$ cat src/rtl/pipe_pkg.sv
// Shared definitions for the instruction-fetch stage.
//   pc_src_t      : encoding of the pc_source redirect selector
//   fetch_state_t : fetch controller states
package pipe_pkg;

   typedef enum logic [1:0] {
      PC_SRC_SEQ    = 2'd0,
      PC_SRC_BRANCH = 2'd1,
      PC_SRC_REG    = 2'd2,
      PC_SRC_JUMP   = 2'd3
   } pc_src_t;

   typedef enum logic [1:0] {
      IDLE = 2'd0,  // no request outstanding
      REQ  = 2'd1,  // request outstanding, response will be kept
      DROP = 2'd2   // request outstanding, response will be discarded
   } fetch_state_t;

endpackage

$ cat src/rtl/pipe_fetch_if.sv
// Bus bundle between the fetch stage, instruction memory and decode.
//   imem_req/imem_addr   : fetch request and address (fetch -> memory)
//   imem_ack/imem_rdata  : completion and instruction (memory -> fetch)
//   if_valid/if_pc/if_pc_plus_4/if_inst : buffer head (fetch -> decode)
//   id_ready             : decode accepts the head (decode -> fetch)
// master = fetch-stage view, slave = memory/decode view.
interface pipe_fetch_if #(
   parameter int ADDR_W = 32,
   parameter int INST_W = 32
);
   logic              imem_req;
   logic [ADDR_W-1:0] imem_addr;
   logic              imem_ack;
   logic [INST_W-1:0] imem_rdata;
   logic              if_valid;
   logic [ADDR_W-1:0] if_pc;
   logic [ADDR_W-1:0] if_pc_plus_4;
   logic [INST_W-1:0] if_inst;
   logic              id_ready;

   modport master (
      output imem_req, imem_addr, if_valid, if_pc, if_pc_plus_4, if_inst,
      input  imem_ack, imem_rdata, id_ready
   );

   modport slave (
      input  imem_req, imem_addr, if_valid, if_pc, if_pc_plus_4, if_inst,
      output imem_ack, imem_rdata, id_ready
   );
endinterface

$ cat src/rtl/fetch_fifo.sv
// Synchronous FIFO holding fetched {pc, inst} entries.
//   clock, reset : rising-edge clock, synchronous active-high reset
//   push, din    : write an entry (accepted when not full, or full with pop)
//   pop          : remove the head (ignored when empty)
//   flush        : empty the FIFO, overrides push and pop
//   dout, count  : head entry and current occupancy
module fetch_fifo #(
   parameter int WIDTH = 64,
   parameter int DEPTH = 2
) (
   input  logic                       clock,
   input  logic                       reset,
   input  logic                       push,
   input  logic                       pop,
   input  logic                       flush,
   input  logic [WIDTH-1:0]           din,
   output logic [WIDTH-1:0]           dout,
   output logic [$clog2(DEPTH):0]     count
);
   localparam int AW = $clog2(DEPTH);
   localparam int CW = AW + 1;
   localparam logic [CW-1:0] DEPTH_C = CW'(DEPTH);

   logic [WIDTH-1:0] mem [DEPTH];
   logic [AW-1:0]    rd_ptr;
   logic [AW-1:0]    wr_ptr;
   logic [CW-1:0]    count_q;
   logic             do_push;
   logic             do_pop;

   always_comb begin
      do_pop  = pop && (count_q != '0);
      // a full FIFO still takes a push when the head leaves in the same cycle
      do_push = push && ((count_q != DEPTH_C) || do_pop);
   end

   always_ff @(posedge clock) begin
      if (reset || flush) begin
         rd_ptr  <= '0;
         wr_ptr  <= '0;
         count_q <= '0;
      end else begin
         if (do_push) wr_ptr <= wr_ptr + AW'(1);
         if (do_pop)  rd_ptr <= rd_ptr + AW'(1);
         count_q <= count_q + CW'(do_push) - CW'(do_pop);
      end
   end

   always_ff @(posedge clock) begin
      if (do_push && !flush) mem[wr_ptr] <= din;
   end

   assign dout  = mem[rd_ptr];
   assign count = count_q;
endmodule

$ cat src/rtl/pipe_fetch.sv
// Instruction-fetch stage: registered PC, single-outstanding request/ack
// memory port, redirect handling and a fetch buffer feeding decode.
//   clock, reset   : rising-edge clock, synchronous active-high reset
//   pc_source      : 0 sequential, 1 branch_pc, 2 register_pc, 3 jump_pc
//   branch_pc, register_pc, jump_pc : redirect targets (low 2 bits dropped)
//   bus            : memory request/response and decode-side head signals
module pipe_fetch
   import pipe_pkg::*;
#(
   parameter int                ADDR_W     = 32,
   parameter int                INST_W     = 32,
   parameter logic [ADDR_W-1:0] RESET_PC   = '0,
   parameter int                FIFO_DEPTH = 2
) (
   input  logic              clock,
   input  logic              reset,
   input  logic [1:0]        pc_source,
   input  logic [ADDR_W-1:0] branch_pc,
   input  logic [ADDR_W-1:0] register_pc,
   input  logic [ADDR_W-1:0] jump_pc,
   pipe_fetch_if.master      bus
);
   localparam int CW = $clog2(FIFO_DEPTH) + 1;
   localparam logic [CW-1:0] DEPTH_C = CW'(FIFO_DEPTH);

   fetch_state_t             state, state_nx;
   logic [ADDR_W-1:0]        pc, pc_nx, pc_inc;
   logic [ADDR_W-1:0]        req_addr, req_addr_nx;
   logic [ADDR_W-1:0]        sel, target;
   logic                     redirect, push, pop, valid;
   logic [CW-1:0]            count, count_after;
   logic [ADDR_W+INST_W-1:0] head;

   always_comb begin
      unique case (pc_src_t'(pc_source))
         PC_SRC_BRANCH: sel = branch_pc;
         PC_SRC_REG:    sel = register_pc;
         PC_SRC_JUMP:   sel = jump_pc;
         default:       sel = pc;
      endcase
      target   = {sel[ADDR_W-1:2], 2'b00};
      redirect = (pc_src_t'(pc_source) != PC_SRC_SEQ);
   end

   assign valid       = (count != '0);
   assign pop         = valid && bus.id_ready;
   assign push        = (state == REQ) && bus.imem_ack && !redirect;
   assign pc_inc      = pc + ADDR_W'(4);
   assign count_after = count + CW'(push) - CW'(pop);

   always_comb begin
      state_nx    = state;
      pc_nx       = pc;
      req_addr_nx = req_addr;
      if (push) pc_nx = pc_inc;
      unique case (state)
         IDLE: begin
            if (redirect) begin
               state_nx    = REQ;
               req_addr_nx = target;
            end else if (count < DEPTH_C) begin
               state_nx    = REQ;
               req_addr_nx = pc;
            end
         end
         REQ: begin
            if (redirect) begin
               // a response landing with the redirect is simply not pushed
               if (bus.imem_ack) req_addr_nx = target;
               else              state_nx    = DROP;
            end else if (bus.imem_ack) begin
               if (count_after < DEPTH_C) req_addr_nx = pc_inc;
               else                       state_nx    = IDLE;
            end
         end
         DROP: begin
            if (bus.imem_ack) begin
               state_nx    = REQ;
               req_addr_nx = redirect ? target : pc;
            end
         end
         default: state_nx = IDLE;
      endcase
      if (redirect) pc_nx = target;
   end

   always_ff @(posedge clock) begin
      if (reset) begin
         state    <= IDLE;
         pc       <= RESET_PC;
         req_addr <= RESET_PC;
      end else begin
         state    <= state_nx;
         pc       <= pc_nx;
         req_addr <= req_addr_nx;
      end
   end

   fetch_fifo #(
      .WIDTH(ADDR_W + INST_W),
      .DEPTH(FIFO_DEPTH)
   ) u_fifo (
      .clock(clock),
      .reset(reset),
      .push (push),
      .pop  (pop),
      .flush(redirect),
      .din  ({req_addr, bus.imem_rdata}),
      .dout (head),
      .count(count)
   );

   assign bus.imem_req     = (state != IDLE);
   assign bus.imem_addr    = req_addr;
   assign bus.if_valid     = valid;
   assign bus.if_pc        = valid ? head[ADDR_W+INST_W-1:INST_W] : '0;
   assign bus.if_inst      = valid ? head[INST_W-1:0] : '0;
   assign bus.if_pc_plus_4 = valid ? bus.if_pc + ADDR_W'(4) : '0;
endmodule

$ cat src/flat_wrapper.sv
// flat-port wrapper written by rule: the top's interface ports become plain ports
module pipe_fetch_flat import pipe_pkg::*;
#(
   parameter int                ADDR_W     = 32,
   parameter int                INST_W     = 32,
   parameter logic [ADDR_W-1:0] RESET_PC   = '0,
   parameter int                FIFO_DEPTH = 2
)
  (clock, reset, pc_source, branch_pc, register_pc, jump_pc, bus_imem_req, bus_imem_addr, bus_if_valid, bus_if_pc, bus_if_pc_plus_4, bus_if_inst, bus_imem_ack, bus_imem_rdata, bus_id_ready);
  pipe_fetch_if #(.ADDR_W(ADDR_W), .INST_W(INST_W)) bus_i ();
  input  logic clock;
  input  logic reset;
  input  logic [1:0] pc_source;
  input  logic [ADDR_W-1:0] branch_pc;
  input  logic [ADDR_W-1:0] register_pc;
  input  logic [ADDR_W-1:0] jump_pc;
  output wire logic [$bits(bus_i.imem_req)-1:0] bus_imem_req;
  output wire logic [$bits(bus_i.imem_addr)-1:0] bus_imem_addr;
  output wire logic [$bits(bus_i.if_valid)-1:0] bus_if_valid;
  output wire logic [$bits(bus_i.if_pc)-1:0] bus_if_pc;
  output wire logic [$bits(bus_i.if_pc_plus_4)-1:0] bus_if_pc_plus_4;
  output wire logic [$bits(bus_i.if_inst)-1:0] bus_if_inst;
  input wire logic [$bits(bus_i.imem_ack)-1:0] bus_imem_ack;
  input wire logic [$bits(bus_i.imem_rdata)-1:0] bus_imem_rdata;
  input wire logic [$bits(bus_i.id_ready)-1:0] bus_id_ready;
  assign bus_imem_req = bus_i.imem_req;
  assign bus_imem_addr = bus_i.imem_addr;
  assign bus_if_valid = bus_i.if_valid;
  assign bus_if_pc = bus_i.if_pc;
  assign bus_if_pc_plus_4 = bus_i.if_pc_plus_4;
  assign bus_if_inst = bus_i.if_inst;
  assign bus_i.imem_ack = bus_imem_ack;
  assign bus_i.imem_rdata = bus_imem_rdata;
  assign bus_i.id_ready = bus_id_ready;
  pipe_fetch #(.ADDR_W(ADDR_W), .INST_W(INST_W), .RESET_PC(RESET_PC), .FIFO_DEPTH(FIFO_DEPTH)) u_core (.clock(clock), .reset(reset), .pc_source(pc_source), .branch_pc(branch_pc), .register_pc(register_pc), .jump_pc(jump_pc), .bus(bus_i));
endmodule
$ cat config.mk
export PLATFORM = sky130hd
export DESIGN_NAME = pipe_fetch_flat
export DESIGN_NICKNAME = d
export VERILOG_FILES = /design/src/rtl/pipe_pkg.sv /design/src/rtl/pipe_fetch_if.sv /design/src/rtl/fetch_fifo.sv /design/src/rtl/pipe_fetch.sv /design/src/flat_wrapper.sv
export SDC_FILE = /design/constraint.sdc
export NUM_CORES = 1
export LEC_CHECK = 0
export CORE_ASPECT_RATIO = 0.5
export CORE_MARGIN = 8
export CORE_UTILIZATION = 50
export CTS_BUF_LIST = sky130_fd_sc_hd__clkbuf_8 sky130_fd_sc_hd__clkbuf_16
export DETAILED_ROUTE_END_ITERATION = 8
export GPL_TIMING_DRIVEN = 0
export PLACE_DENSITY_LB_ADDON = 0.25
export SLEW_MARGIN = 20
export SYNTH_ARGS = -nofsm -noshare
export SYNTH_HDL_FRONTEND = slang
export SYNTH_SLANG_ARGS = --single-unit
$ cat constraint.sdc
create_clock -name clock -period 14.1 [get_ports clock]
set_input_delay 2.115 -clock clock [delete_from_list [all_inputs] [get_ports clock]]
set_output_delay 2.115 -clock clock [all_outputs]
set_load 0.02 [all_outputs]
# After elaboration in Yosys (flattened, before gate mapping)
# Memories as Yosys holds them, arrays and structs flattened. A register that Yosys moved wholly into a read port is not among the register bits.
# Index checks and enable logic that the tools add are counted.
# totals
mem_count	1
register_bits	70
mem_bits_rw	128
# mem_list
memory	words	word_bits	rd	rd_clocked_by_memory_dff	wr	line	source
u_core.u_fifo.mem	2	64	1	1	1	fetch_fifo.sv:24	logic [WIDTH-1:0] mem [DEPTH];
# op_classes
order_cmp	2
n_reduce_logical	18
add_sub_neg	8
muxes	27
eq_ne	13
# ops
op	count
$mux 32	13
$pmux 32 s3	2
$add 32x3->32 const B	2
$mux 2	7
$reduce_and 5->1	2
$ne 3x2->1 const B	3
$reduce_bool 2->1	4
$eq 2x2->1 const B	3
$logic_and 1x1->1	6
$ne 2x2->1 const B	3
$pmux 2 s3	1
$add 2x1->2	2
$eq 2x1->1 const B	2
$lt 2x2->1 const B	2
$mux 1	4
$sub 2x1->2	2
$ne 3x1->1 const B	1
$ne 3x3->1 const B	1
$reduce_bool 3->1	1
$add 1x1->1 const B	2
$logic_not 2->1	1
$logic_or 1x1->1	2
$reduce_or 2->1	1
$logic_not 1->1	1

# Logic depth before layout (Yosys ltp)
# Gate-level depths: netlist (run 1).
# logic_depth
word_depth	10
depth_mapped	13
mapped_depth_nobuf	9

# By module
# A second synthesis (run 1) with hierarchy kept.
# unflattened
cells_unflattened	976
area_unflattened_um2	10722.8
# modules_own_cells
module	area_per_inst_um2	seq_area_each_um2	cells_each	instances
pipe_fetch	5609.1	1241.2	753	1
fetch_fifo	5113.7	3943.8	223	1

# Worst setup path before layout (run 1)
# No wires, ideal clock.
# synth_path
kind	input to register
start	input pc_source[1]
end	memory u_core.u_fifo.mem[0][0] (enable)
arrival_time_ps	5516
stages	5
t_required_ps	13618
path_slack_ps	8102
setup_time_ps	482
path_buffers	1
path_cell_list	clkbuf_1 -> nor2_1 -> nand2_1 -> a21o_1 -> nor2_1
# synth_between
elab_chain_cells	7
# synth_lines
element	line	source
start, declared	flat_wrapper.sv:13	input logic [1:0] pc_source;
$reduce_bool 2->1 *	pipe_fetch.sv:42	redirect = (pc_src_t'(pc_source) != PC_SRC_SEQ);
$logic_not 1->1 *	fetch_fifo.sv:50, pipe_fetch.sv:47	
$logic_and 1x1->1	pipe_fetch.sv:47	assign push = (state == REQ) && bus.imem_ack && !redirect;
$logic_and 1x1->1	fetch_fifo.sv:34	do_push = push && ((count_q != DEPTH_C) || do_pop);
$logic_and 1x1->1 *	fetch_fifo.sv:50	if (do_push && !flush) mem[wr_ptr] <= din;
$mux 1 *	fetch_fifo.sv:50	
$mux 1 (implied by the code) *	fetch_fifo.sv:50	
end, declared	fetch_fifo.sv:24	
# Every way passes the cells marked *; elsewhere a longest branch is shown, timed or not.

# Worst setup path in the final report (run 1)
# layout_path
start	register u_core.u_fifo.count_q[1] (netlist: u_core.u_fifo.count[1])
end	output bus_if_pc_plus_4[30]
# layout_between
elab_chain_cells	4
# layout_lines
element	line	source
start, declared	fetch_fifo.sv:27	logic [CW-1:0] count_q;
start signal, assigned	fetch_fifo.sv:45	count_q <= count_q + CW'(do_push) - CW'(do_pop);
$reduce_bool 2->1 *	pipe_fetch.sv:45	assign valid = (count != '0);
$mux 32	pipe_fetch.sv:116	assign bus.if_pc = valid ? head[ADDR_W+INST_W-1:INST_W] : '0;
$add 32x3->32	pipe_fetch.sv:118	assign bus.if_pc_plus_4 = valid ? bus.if_pc + ADDR_W'(4) : '0;
$mux 32 *	pipe_fetch.sv:118	
end, declared	flat_wrapper.sv:21	output wire logic [$bits(bus_i.if_pc_plus_4)-1:0] bus_if_pc_plus_4;
# Marked as above.

==> results of run 1 <==
[stage by stage]
| step | hold slack (ns) | instances | cell area [um2] | power (uW) | util (%) |
|---|---|---|---|---|---|
| 6_report | 0.493 | 1545 | 13700 | 1310 | 67.7 |
| 5_1_grt | 0.510 | 1545 | 13700 | 1350 | 67.7 |
| 4_1_cts | 0.497 | 1545 | 13700 | 1310 | 67.7 |
| 3_5_place_dp | 0.477 | 1513 | 13200 | 847 | 64.9 |
| 3_3_place_gp | 0.472 | 1509 | 13100 | 842 | 64.4 |
| 2_1_floorplan | 0.504 | 988 | 10200 | 744 | - |
[placed cells by master (no fill, tap or decap), types with 25 or more instances in the layout]
cell | netlist | final
nand2_1 | 49 | 49
a21oi_1 | 55 | 55
clkbuf_1 | 49 | 49
mux2_2 | 31 | 31
nor3_1 | 53 | 53
o21ai_0 | 25 | 25
dfxtp_1 | 67 | 67
nand3_1 | 32 | 32
nor2_1 | 85 | 83
mux2i_1 | 68 | 68
clkdlybuf4s50_1 | 0 | 248
edfxtp_1 | 124 | 124
[routing by layer]
layer,vias up,global-route usage [%]
met5,-,0
met1,4508,35.9
met4,2,5.92
met3,47,6.16
met2,417,45.7
li1,4279,-
[power by group]
group / switching, uW / internal, uW / total [uW] / leakage [uW]
registers: 24.6 / 619 / 643 / 0.00168
logic: 104 / 90.6 / 195 / 0.00261
clock network: 233 / 238 / 471 / 0.000285
total: 362 / 947 / 1310 / 0.00457
[logic make-up after synthesis]
| family | synth area share [%] |
|---|---|
| AOI/OAI and AO/OA | 14.5 |
| xor gates and xnor gates | 3.43 |
| adders and majority gates | 0.612 |
| buffers and inverters | 4.79 |
| DFF | 49.6 |
| muxes | 10.1 |
| other | 0.0367 |
| and+or+nand+nor | 16.9 |
[registers in the layout, summed over array words and instances (netlist names), named ones only]
name and count:
u_core.pc 30, u_core.u_fifo.wr_ptr 1, u_core.bus.imem_addr 30, u_core.u_fifo.rd_ptr 1, u_core.state 2, u_core.u_fifo.count 2, u_core.u_fifo.mem 124
[critical path: cells and delay by family, from the launching register on]
family	cells	cell delay, ns
AND/OR/NAND/NOR	5	1.01
flip-flops	1	0.50
adder cells (fa/ha/maj)	1	0.25
AO/OA/AOI/OAI	1	0.37
buffers and inverters	6	2.02
XOR/XNOR	1	0.19
[cells in the mapped netlist, types with 7 or more instances]
cell type | count | area, um2
a211oi_1 | 17 | 128
a21oi_1 | 55 | 275
a22o_1 | 11 | 96.3
a22oi_1 | 16 | 120
a311oi_1 | 16 | 140
and2_1 | 9 | 56.3
and3_1 | 9 | 56.3
buf_2 | 17 | 85.1
buf_4 | 8 | 60.1
clkbuf_1 | 49 | 184
dfxtp_1 | 67 | 1340
edfxtp_1 | 124 | 3720
inv_1 | 13 | 48.8
mux2_2 | 31 | 349
mux2i_1 | 68 | 681
nand2_1 | 49 | 184
nand3_1 | 32 | 160
nand4_1 | 22 | 138
nor2_1 | 85 | 319
nor3_1 | 53 | 265
nor4_1 | 18 | 113
o21ai_0 | 25 | 125
o31ai_1 | 22 | 165
or3_1 | 7 | 43.8
xnor2_1 | 18 | 158
xor2_1 | 22 | 193
[final timing paths]
path	start	end	cells after the start
worst min register to register	u_core.bus.imem_addr[20]$_SDFFE_PP0P_	u_core.u_fifo.mem[0][52]$_DFFE_PP_	0
worst max register to register	u_core.state[0]$_SDFFE_PP0P_	u_core.bus.imem_addr[5]$_SDFFE_PP0P_	10
worst max-delay path	u_core.u_fifo.count[1]$_SDFF_PP0_	bus_if_pc_plus_4[30]	14
worst min-delay path	u_core.bus.imem_addr[20]$_SDFFE_PP0P_	u_core.u_fifo.mem[0][52]$_DFFE_PP_	0
[area by class of cell]
cell class	count	area [um2]
inverters	14	52.6
clock inverters	14	128
plain buffers	87	437
repair buffers	252	2580
clock buffers	18	439
flip-flops and latches	191	5060
fillers	1619	6540
multi-input cells	696	4700
well taps	273	342
==> results.cfg, run 1 <==
[outcome]
status = finished, final reports clean

[final_layout]
drive_gt1_share_pct = 9.59
syn2layout_area_growth_pct = 34.5
diodes = 0
finalNetCount = 1398

[pwr]
peakVddDrop_uv = 64.4
leakagePower_uw = 0.00457
power_density_nw_per_um2 = 95.3

[worst_setup_path]
slowest_delay_ns = 0.63
critPathArrivalTime_ns = 4.81
cp.required_ns = 11.98
endpoint_kind = output port
cp_slowest_cell = clkdlybuf4s50_1
timing.critical_path.fanout_max = 10
crit_top_cell = clkbuf_1
worstPathCellList = nor2_2 > buf_6 > clkbuf_1 > buf_1 > clkbuf_1 > nor2_1 > ha_1 > nand4b_1 > a211oi_1 > nand3_1 > buf_4 > nor4_1 > xor2_1 > clkdlybuf4s50_1
path_class = flop to output port
ff2ff_setup_slack_ns = 10.40
critPathLaunchType = flop

[logic_synthesis]
avgSynthCellArea_um2 = 10.4
seq_area_frac_synth_pct = 49.6
synth.distinct_cells = 66
syn_inst = 983
async_flop_share_pct = 0
yosys_warnings = 0
synth-seq-cells = 191
ys.flop_type = edfxtp_1
synth_edf_count = 124
syn_area_um2 = 10200

[floorplan]
rows = 37
die-area_um2 = 25500
initial_utilization_pct = 50.4
io_pins = 264
core_um2 = 20300
die_h_um = 117
die_w_um = 218

[drt]
met2_length_um = 16700
route.met3.wl_um = 2650
routed_wl_um = 35600
drc = 0
first_pass_iters = 6
via_per_inst = 5.99
top_layer = met5
postRouteAntennaNets = 0
via_count = 9253
wire_per_inst_um = 23.0
drt_iter0_markers = 885
wl_met1_um = 15600

[clocking]
tritoncts = built
cts_sinks = 191
clk_latency_ns = 0.44
cts_buffer_depth = 2
cts_setup_buffers = 0
clk_pin_slew_ns = 0.07
cts_resized = 0
root_buffer = clkbuf_16
cts_made_buffers = 17
htreeDepth = 4
postCtsHoldBufs = 0

[sta]
tightest_slew_ns = 0.791
hold_violations = 0
fin_crit_sh_pct = 49.1
worst_slack_ns = 7.18
fmax_ghz = 0.144
relSlewSlack_pct = 47.1
fin_tns_setup_ns = 0
fin_crit_ns = 6.92
rsz0062_at_grt = no
report.final.slew_viol_count = 0
finClkSkew_ns = 0.00817
setup_viol = 0

[placement]
pre_cts_ws_ns = 7.74
dpl.hpwl_um = 27500
globalplace.congestion = 0.956
io_buffers = 248

[grt]
grt_usage_pct = 27.2
antenna_found_initial = 1
grt_pass1_vias = 9204
grt_pass1_wl_um = 53500
grt_max_degree = 26
gr-total-overflow = 0

[hold_path]
hp-class = flop to flop

[job]
cap_violations = 0
Power figures use the tool's default switching activity.
==> run 2, diff against run 1 <==
==> constraint.sdc (replaced) <==
create_clock -name clock -period 7.2 [get_ports clock]
set_input_delay 1.08 -clock clock [delete_from_list [all_inputs] [get_ports clock]]
set_output_delay 1.08 -clock clock [all_outputs]
set_load 0.02 [all_outputs]
==> results of run 2 <==
The final DEF is identical to that of run 1. Status: finished, final reports clean.
Main changes from that run: setup slack after placement 7.74 ns -> 1.87 ns; setup slack after layout 7.18 ns -> 1.31 ns; register-to-register setup slack 10.40 ns -> 3.50 ns; total power 1310 uW -> 2560 uW; worst IR drop on VDD 64.4 uV -> 126 uV
